`src/rtl/uart_pkg.sv`:
```
// Shared UART definitions: data width, oversampling ratio and the feeder FSM state encoding.
package uart_pkg;

    localparam int UART_DATA_W = 8;
    localparam int UART_OSR    = 16;

    typedef enum logic [2:0] {
        S_IDLE      = 3'd0,
        S_STROBE    = 3'd1,
        S_WAIT_BUSY = 3'd2,
        S_WAIT_DONE = 3'd3,
        S_GAP       = 3'd4
    } feeder_state_t;

endpackage

```
`src/rtl/uart_fifo.sv`:
```
// Byte FIFO for the UART feeder: circular buffer with registered count/full/empty and a sticky overflow flag.
module uart_fifo
    import uart_pkg::*;
#(
    parameter int DEPTH_LOG2 = 4
) (
    input  logic                   baud_clk,
    input  logic                   rst_n,
    input  logic                   clear,
    input  logic                   wr_en,
    input  logic [UART_DATA_W-1:0] wr_data,
    input  logic                   rd_en,
    output logic [UART_DATA_W-1:0] rd_data,
    output logic                   full,
    output logic                   empty,
    output logic [DEPTH_LOG2:0]    count,
    output logic                   overflow
);

    localparam logic [DEPTH_LOG2:0] DEPTH_CNT = {1'b1, {DEPTH_LOG2{1'b0}}};

    logic [UART_DATA_W-1:0] mem [0:(1<<DEPTH_LOG2)-1];
    logic [DEPTH_LOG2-1:0]  wr_ptr;
    logic [DEPTH_LOG2-1:0]  rd_ptr;
    logic [DEPTH_LOG2:0]    count_nxt;
    logic                   push;
    logic                   pop;

    // full is the registered flag, so a push is dropped even when a pop frees a slot in the same cycle
    assign push = wr_en && !full && !clear;
    assign pop  = rd_en && !empty;

    assign rd_data = mem[rd_ptr];

    always_comb begin
        count_nxt = count;
        if (push && !pop)
            count_nxt = count + 1'b1;
        else if (pop && !push)
            count_nxt = count - 1'b1;
    end

    always_ff @(posedge baud_clk) begin
        if (push)
            mem[wr_ptr] <= wr_data;
    end

    always_ff @(posedge baud_clk or negedge rst_n) begin
        if (!rst_n) begin
            wr_ptr   <= '0;
            rd_ptr   <= '0;
            count    <= '0;
            full     <= 1'b0;
            empty    <= 1'b1;
            overflow <= 1'b0;
        end else if (clear) begin
            wr_ptr   <= '0;
            rd_ptr   <= '0;
            count    <= '0;
            full     <= 1'b0;
            empty    <= 1'b1;
            overflow <= 1'b0;
        end else begin
            if (push)
                wr_ptr <= wr_ptr + 1'b1;
            if (pop)
                rd_ptr <= rd_ptr + 1'b1;
            count <= count_nxt;
            full  <= (count_nxt == DEPTH_CNT);
            empty <= (count_nxt == '0);
            if (wr_en && full)
                overflow <= 1'b1;
        end
    end

endmodule

```
`src/rtl/uart_tx_feeder.sv`:
```
// Byte buffer and launch sequencer feeding the UART transmitter's write/datain inputs.
// Optional inter-frame gap enabled by defining UART_TX_FEEDER_GAP_EN.
module uart_tx_feeder
    import uart_pkg::*;
#(
    parameter int DEPTH_LOG2 = 4,
    parameter int GAP_CYCLES = 16
) (
    input  logic                   baud_clk,
    input  logic                   rst_n,
    input  logic                   clear,
    input  logic                   wr_en,
    input  logic [UART_DATA_W-1:0] wr_data,
    output logic                   full,
    output logic                   empty,
    output logic [DEPTH_LOG2:0]    count,
    output logic                   overflow,
    output logic                   busy,
    output logic                   tx_write,
    output logic [UART_DATA_W-1:0] tx_data,
    input  logic                   tx_idle,
    input  logic                   tx_done,
    output feeder_state_t          dbg_state
);

    feeder_state_t          state;
    logic                   strb_cnt;
    logic                   pop;
    logic [UART_DATA_W-1:0] fifo_rd_data;

    // Launch handshake: a frame starts only when the FIFO has a byte and tx_idle=1; tx_write is then
    // held for two cycles with tx_data stable, and the next launch waits for the tx_done pulse.
    assign pop       = (state == S_IDLE) && !empty && tx_idle;
    assign busy      = (state != S_IDLE);
    assign dbg_state = state;

    uart_fifo #(
        .DEPTH_LOG2(DEPTH_LOG2)
    ) u_fifo (
        .baud_clk (baud_clk),
        .rst_n    (rst_n),
        .clear    (clear),
        .wr_en    (wr_en),
        .wr_data  (wr_data),
        .rd_en    (pop),
        .rd_data  (fifo_rd_data),
        .full     (full),
        .empty    (empty),
        .count    (count),
        .overflow (overflow)
    );

`ifdef UART_TX_FEEDER_GAP_EN
    localparam int GAP_W = (GAP_CYCLES > 0) ? $clog2(GAP_CYCLES + 1) : 1;
    logic [GAP_W-1:0] gap_cnt;
`else
    // GAP_CYCLES has no effect without the gap feature
    logic unused_gap;
    assign unused_gap = (GAP_CYCLES != 0);
`endif

    always_ff @(posedge baud_clk or negedge rst_n) begin
        if (!rst_n) begin
            state    <= S_IDLE;
            tx_write <= 1'b0;
            tx_data  <= '0;
            strb_cnt <= 1'b0;
`ifdef UART_TX_FEEDER_GAP_EN
            gap_cnt  <= '0;
`endif
        end else begin
            case (state)
                S_IDLE: begin
                    if (pop) begin
                        tx_data  <= fifo_rd_data;
                        tx_write <= 1'b1;
                        strb_cnt <= 1'b0;
                        state    <= S_STROBE;
                    end
                end
                S_STROBE: begin
                    if (strb_cnt) begin
                        tx_write <= 1'b0;
                        state    <= S_WAIT_BUSY;
                    end else begin
                        strb_cnt <= 1'b1;
                    end
                end
                S_WAIT_BUSY: begin
                    if (!tx_idle)
                        state <= S_WAIT_DONE;
                end
                S_WAIT_DONE: begin
                    if (tx_done) begin
`ifdef UART_TX_FEEDER_GAP_EN
                        if (GAP_CYCLES == 0) begin
                            state <= S_IDLE;
                        end else begin
                            gap_cnt <= GAP_W'(GAP_CYCLES);
                            state   <= S_GAP;
                        end
`else
                        state <= S_IDLE;
`endif
                    end
                end
`ifdef UART_TX_FEEDER_GAP_EN
                S_GAP: begin
                    if (gap_cnt <= GAP_W'(1)) begin
                        gap_cnt <= '0;
                        state   <= S_IDLE;
                    end else begin
                        gap_cnt <= gap_cnt - 1'b1;
                    end
                end
`endif
                default: begin
                    tx_write <= 1'b0;
                    state    <= S_IDLE;
                end
            endcase
        end
    end

endmodule

```
`config.mk`:
```
export PLATFORM = sky130hd
export DESIGN_NAME = uart_tx_feeder
export DESIGN_NICKNAME = d
export VERILOG_FILES = /design/src/rtl/uart_pkg.sv /design/src/rtl/uart_fifo.sv /design/src/rtl/uart_tx_feeder.sv
export SDC_FILE = /design/constraint.sdc
export NUM_CORES = 1
export LEC_CHECK = 0
export BUFFER_PORTS_ARGS = -buffer_cell sky130_fd_sc_hd__buf_4
export CAP_MARGIN = 5
export CORE_MARGIN = 2
export CORE_UTILIZATION = 35
export DETAILED_ROUTE_END_ITERATION = 12
export PLACE_DENSITY_LB_ADDON = 0.25
export SYNTH_ARGS = -nofsm -noshare
export SYNTH_HDL_FRONTEND = slang
export SYNTH_HIERARCHICAL = 1
export SYNTH_SLANG_ARGS = --single-unit
```
`constraint.sdc`:
```
create_clock -name baud_clk -period 7.2 [get_ports baud_clk]
set_input_delay 0.36 -clock baud_clk [delete_from_list [all_inputs] [get_ports baud_clk]]
set_output_delay 0.36 -clock baud_clk [all_outputs]
set_load 0.01 [all_outputs]
```
# ---- Word-level counts from Yosys, hierarchy flattened
# Memories as Yosys holds them, arrays and structs flattened. A register that Yosys moved wholly into a read port is not among the register bits.
# Index checks and enable logic that the tools add are counted.
dict set report op_classes {
  reduce_logical 26
  bitwise_logic 1
  mux 23
  eq_ne 8
  addsub 4
}
# cell n
set op_table {}
lappend op_table {{2-to-1 mux 4 bit} 4}
lappend op_table {{2-to-1 mux 5 bit} 3}
lappend op_table {{2-to-1 mux 3 bit} 4}
lappend op_table {{case mux 3 bit (4 select lines)} 1}
lappend op_table {{2-to-1 mux 1 bit} 9}
lappend op_table {{adder 4 x 1 -> 4 bit (second input constant)} 2}
lappend op_table {{logical AND 1 bit} 8}
lappend op_table {{nonzero test 2 bit} 4}
lappend op_table {{== test 3 x 2 -> 1 bit (second input constant)} 2}
lappend op_table {{logical NOT 1 bit} 6}
lappend op_table {{inequality test 2 bit (second input constant)} 3}
lappend op_table {{adder 5 x 1 -> 5 bit (second input constant)} 1}
lappend op_table {{== test 5 bit (second input constant)} 1}
lappend op_table {{logical NOT 5 bit} 1}
lappend op_table {{subtractor 5 x 1 -> 5 bit (second input constant)} 1}
lappend op_table {{AND reduction 2 bit} 2}
lappend op_table {{AND reduction 4 bit} 1}
lappend op_table {{== test 3 x 1 -> 1 bit (second input constant)} 1}
lappend op_table {{logical NOT 3 bit} 1}
lappend op_table {{case mux 1 bit (3 select lines)} 1}
lappend op_table {{AND reduction 3 bit} 1}
lappend op_table {{nonzero test 3 bit} 1}
lappend op_table {{inequality test 2 x 1 -> 1 bit (second input constant)} 1}
lappend op_table {{case mux 1 bit (2 select lines)} 1}
lappend op_table {{2 further kinds} 2}
dict set report totals {
  register_bits 21
  n_memories 1
  ramBits 128
  in_bits 14
  word_cells 72
}
# name words width read_ports rd_ports_with_merged_regs write_ports line
set memory_table {}
lappend memory_table {u_fifo.mem 16 8 1 1 1 uart_fifo.sv:22} ;# logic [UART_DATA_W-1:0] mem [0:(1<<DEPTH_LOG2)-1];

# ---- Longest topological paths before layout
dict set report logic_depth {
  ltp_word 9
  depth_mapped 12
  depth_no_buf 10
}

# ---- Modules after synthesis
# The synthesis kept the hierarchy.
# mod instances area_each_um2 cells_each
set modules_own_cells {}
lappend modules_own_cells {uart_fifo 1 5851.9 297}
lappend modules_own_cells {uart_tx_feeder 1 643.1 45}

# ---- Worst setup path before layout
# Ideal clock, no wire load.
dict set report synth_path {
  path_kind {reg2reg}
  startpoint {reg state[0] (netlist: dbg_state[0])}
  endpoint {reg u_fifo.full}
  path_stages_with_launch 13
  arrival_time_ps 2378
  setup_slack_ps 4726
  setup_time_ps 95
  path_cell_list {dfrtp_1 inv_1 ha_1 inv_2 or2_1 buf_6 inv_2 nor2b_1 clkbuf_1 nand2b_1 o22ai_1 xnor2_1 nor4bb_4}
}
dict set report synth_via {
  elab_chain_len 9
  elab_cells_between_ends 11
  classes_between {eq/ne: 1; mux: 3; reduce/logical: 7}
}
# item line
set synth_rtl {}
lappend synth_rtl {{start: declaration} uart_tx_feeder.sv:26} ;# feeder_state_t state;
lappend synth_rtl {{start signal: assignment} uart_tx_feeder.sv:64} ;# state <= S_IDLE;
lappend synth_rtl {{start signal: assignment} uart_tx_feeder.sv:78} ;# state <= S_STROBE;
lappend synth_rtl {{start signal: assignment} uart_tx_feeder.sv:84} ;# state <= S_WAIT_BUSY;
lappend synth_rtl {{logical NOT 3 bit (*)} uart_tx_feeder.sv:33} ;# assign pop = (state == S_IDLE) && !empty && tx_idle;
lappend synth_rtl {{logical AND 1 bit (*) (2 in a row)} uart_tx_feeder.sv:33}
lappend synth_rtl {{net pop} uart_tx_feeder.sv:28} ;# logic pop;
lappend synth_rtl {{logical AND 1 bit (*)} uart_fifo.sv:31} ;# assign pop = rd_en && !empty;
lappend synth_rtl {{logical AND 1 bit or logical NOT 1 bit (tied branches)} {uart_fifo.sv:39, uart_fifo.sv:37}}
lappend synth_rtl {{2-to-1 mux 5 bit or logical AND 1 bit (tied branches)} {uart_fifo.sv:39, uart_fifo.sv:37}}
lappend synth_rtl {{2-to-1 mux 5 bit (*)} uart_fifo.sv:37} ;# if (push && !pop)
lappend synth_rtl {{== test 5 bit (*)} uart_fifo.sv:69} ;# full <= (count_nxt == DEPTH_CNT);
lappend synth_rtl {{2-to-1 mux 1 bit (*)} uart_fifo.sv:56} ;# end else if (clear) begin
lappend synth_rtl {{end signal: assignment} uart_fifo.sv:69}
lappend synth_rtl {{end: declaration} uart_fifo.sv:14} ;# output logic full,
# The timed path passes the listed nets; every way through them passes the cells marked *.
# A chain may end at the register's enable or synchronous reset.

# ---- Final worst setup path
# Ends and elaborated chain as after synthesis.

==> impl_metrics.csv <==
group,metric,value,unit
status,outcome,"finished, final reports clean",
detailed_routing,routedWlPerCell,19.8,µm
floorplan,io_pins,35,
sta,period_needed,2950,ps
setup_path,startpoint,"dbg_state[0]",
setup_path,r2r-start,"dbg_state[0]",
cells_and_area,nNetsFinal,404,
worst_hold_path,holdCritPathClass,"input pin to flop",
synthesis,ys_seq_area_frac,0.700,
synthesis,ys_top_cells_by_area,"edfxtp_1 (59%), mux4_2 (14%), dfrtp_1 (10%)",
clock_tree,post_cts_buffers,0,
setup_path,reg2reg_to,"u_fifo/full",
sta,finalClockSkew,5.68,ps
clock_tree,clk_latency,420,ps
setup_path,path_max_fanout,10,
cells_and_area,n_antenna_cell,0,
synthesis,synth_commonest_cells,"edfxtp_1 (128), mux4_2 (40), dfrtp_1 (27)",
floorplan,coreArea,18100,µm²
clock_tree,clock_path_buffers,2,
sta,rsz0062_at_grt,"no",
synthesis,synth_mux_area_frac,0.164,
setup_path,cp_slowest_cell,"nor2b_1",
sta,report.final.slew_viol_count,0,
detailed_routing,drt_iter0_drc,255,
global_routing,grt_pass1_vias,3248,
floorplan,start_util,0.359,
setup_path,endpoint,"u_fifo/full",
detailed_routing,num_vias,3120,
synthesis,ys.flop_type,"edfxtp_1",
setup_path,startpoint_type,"flop",
setup_path,worst_path_most_repeated_cell,"inv_2",
sta,setup_viol,0,
setup_path,crit_cells,10,
synthesis,synth.avg_cell_area,19.0,µm²
placed_design,io_buffers,33,
placed_design,dp_cells,588,
setup_path,reg2regPathDepth,10,
detailed_routing,dr.pass1.iters,4,
cells_and_area,final_cells,621,
setup_path,path_delay_family,"simple AND/OR/NAND/NOR gates",
clock_tree,cts-root-buf,"clkbuf_16",
synthesis,yosysWarnings,6,
setup_path,required,7530,ps
synthesis,ys_seq_elements,156,
clock_tree,htree_levels,4,
global_routing,grt_max_degree,36,
synthesis,syn-num-nets,367,
floorplan,rows,49,
setup_path,path_buf_inv,3,
clock_tree,cts_resized,0,
detailed_routing,drt-vias-per-instance,5.02,
power,ir_drop,0.155,mV
detailed_routing,ant_nets,0,
sta,fmax,0.339,GHz
setup_path,worstPathArrival,3270,ps
setup_path,path_cells,"inv_1 -> ha_1 -> inv_2 -> or2_1 -> inv_2 -> nor2b_1 -> nand2b_1 -> o22ai_1 -> xnor2_1 -> nor4bb_4",
sta,final_hold_viol_count,0,
floorplan,die_y,140,µm
synthesis,synth_top_family_by_area,"multiplexers",
cells_and_area,syn_to_final_growth,16.4,%
power,fin_total_pwr,2.24,mW
placed_design,hpwl,7860,µm
global_routing,antenna_found_initial,0,
global_routing,grt_pass1_wl,19200,µm
synthesis,synth_cell_type_count,45,
synthesis,syn_inst,342,
synthesis,synth-compound-area-share,0.0193,
synthesis,synth_simple_gate_area_frac,0.0628,
sta,fin_crit_sh,0.409,
setup_path,max_stage_delay,530,ps
synthesis,yosysTopAreaCellShare,0.592,
cells_and_area,drive_gt1_frac,0.309,
synthesis,synth_edf_count,128,
run,cap_violations,0,
sta,slew_headroom,0.487,
detailed_routing,postRouteWirelength,12300,µm
synthesis,syn_area,6490,µm²
clock_tree,clock_sinks,156,
synthesis,synth_most_common_cell,"edfxtp_1",
setup_path,path_class,"flop to flop",
synthesis,yosysTopAreaCell,"edfxtp_1",
floorplan,die_x,140,µm
setup_path,endpoint_kind,"flop",
power,powerDensity,296,nW/µm²
clock_tree,cts_tree,"done",
cells_and_area,final_util,0.418,
sta,setup_tns,0,ps
placed_design,place_congestion,0.772,
floorplan,dieArea,19700,µm²
sta,hold_ws,200,ps
synthesis,synth-adder-area-share,0.0212,
power,power_leakage,2.64,nW
synthesis,async_flop_share,0.179,
global_routing,grt_overflow,0,
setup_path,reg2reg_slack,4250,ps
synthesis,synthXorXnorAreaFrac,0.0135,
clock_tree,clkTransAtPathRegs,60,ps
clock_tree,cts_made_buffers,17,
detailed_routing,route.detailed.drc,0,
sta,worstMarginPinSlew,767,ps
global_routing,grt_usage,0.134,
==> placed cells by master, fill, tap and decap left out, drive strengths merged, types with 2 or more instances in the layout <==
cell	instances
nor2b	4
xnor2	6
and2	17
nor2	17
nand4	4
xor2	4
a21oi	5
buf	35
a2111oi	2
inv	12
ha	11
and3	2
clkinv	5
clkbuf	19
nand3	4
nand2b	3
edfxtp	128
nor3b	2
bufinv	3
nand2	10
a31o	2
mux2	10
mux2i	2
mux4	40
dfrtp	27
nor3	3
==> per-stage QoR <==
stage	area, µm²	worst slack, ps
floorplan	6490	4730
global placement	6950	4360
detailed placement	6950	4240
CTS	7560	4220
global route	7560	3980
finish	7560	4250
==> registers in the layout, summed over array words and instances (netlist names) <==
signal	count
u_fifo/mem	128
u_fifo/overflow	1
u_fifo/wr_ptr	4
u_fifo/count	5
u_fifo/empty	1
dbg_state	2
strb_cnt	1
u_fifo/full	1
u_fifo/rd_ptr	4
tx_data	8
tx_write	1
==> logic make-up (layout without fill, tap and decap cells) <==
kind of cell             after synthesis  after routing
adder cells (fa/ha/maj)               11             11
AND/OR/NAND/NOR                       71             71
flip-flops                           156            156
buffers and inverters                 26             76
other                                  1              1
multiplexers                          52             52
XOR/XNOR                              10             10
AO/OA/AOI/OAI                         15             15
==> worst reg2reg max path, stage by stage, from the launching register on <==
cell	delay, ps
dfrtp_1	410
inv_1	110
ha_1	330
inv_2	60
or2_1	450
inv_2	120
nor2b_1	530
nand2b_1	180
o22ai_1	190
xnor2_1	160
nor4bb_4	300
==> repair_timing <==
item,4_1_cts,5_1_grt
hold endpoints to repair,27,0
endpoints found under the setup margin,0,0
hold buffers,1,0
==> power by group <==
group | switching (mW) | total (mW) | leakage [nW] | internal, mW
clock | 0.355 | 0.902 | 0.290 | 0.548
combinational | 0.126 | 0.278 | 0.840 | 0.152
sequential | 0.0342 | 1.06 | 1.51 | 1.02
==> worst min-delay path by stage <==
| stage | from | to | cells after the start |
|---|---|---|---|
| final | wr_en | u_fifo/overflow | 3 |
| after global routing | wr_en | u_fifo/overflow | 3 |
| after CTS | wr_en | u_fifo/overflow | 3 |
| after detailed placement | rst_n | strb_cnt | 1 |
| after global placement | rst_n | strb_cnt | 1 |
| after floorplan | rst_n | dbg_state[0] | 0 |
==> final cells by class <==
class	instances	area (µm²)
clock inverter	13	164
inverter	8	30.0
sequential	156	4550
clock buffer	19	433
multi-input combinational	160	1830
fill	1558	10500
tap	229	287
timing repair buffer	36	273
==> per-layer routing <==
metal,track usage,vias to the layer above,share of wire
li1,-,1410,-
met1,0.178,1640,0.46
met2,0.210,56,0.49
met3,0.0304,14,0.029
met4,0.0617,0,0.020
met5,0,-,0
Note: power is estimated with default switching activity, not from simulation.
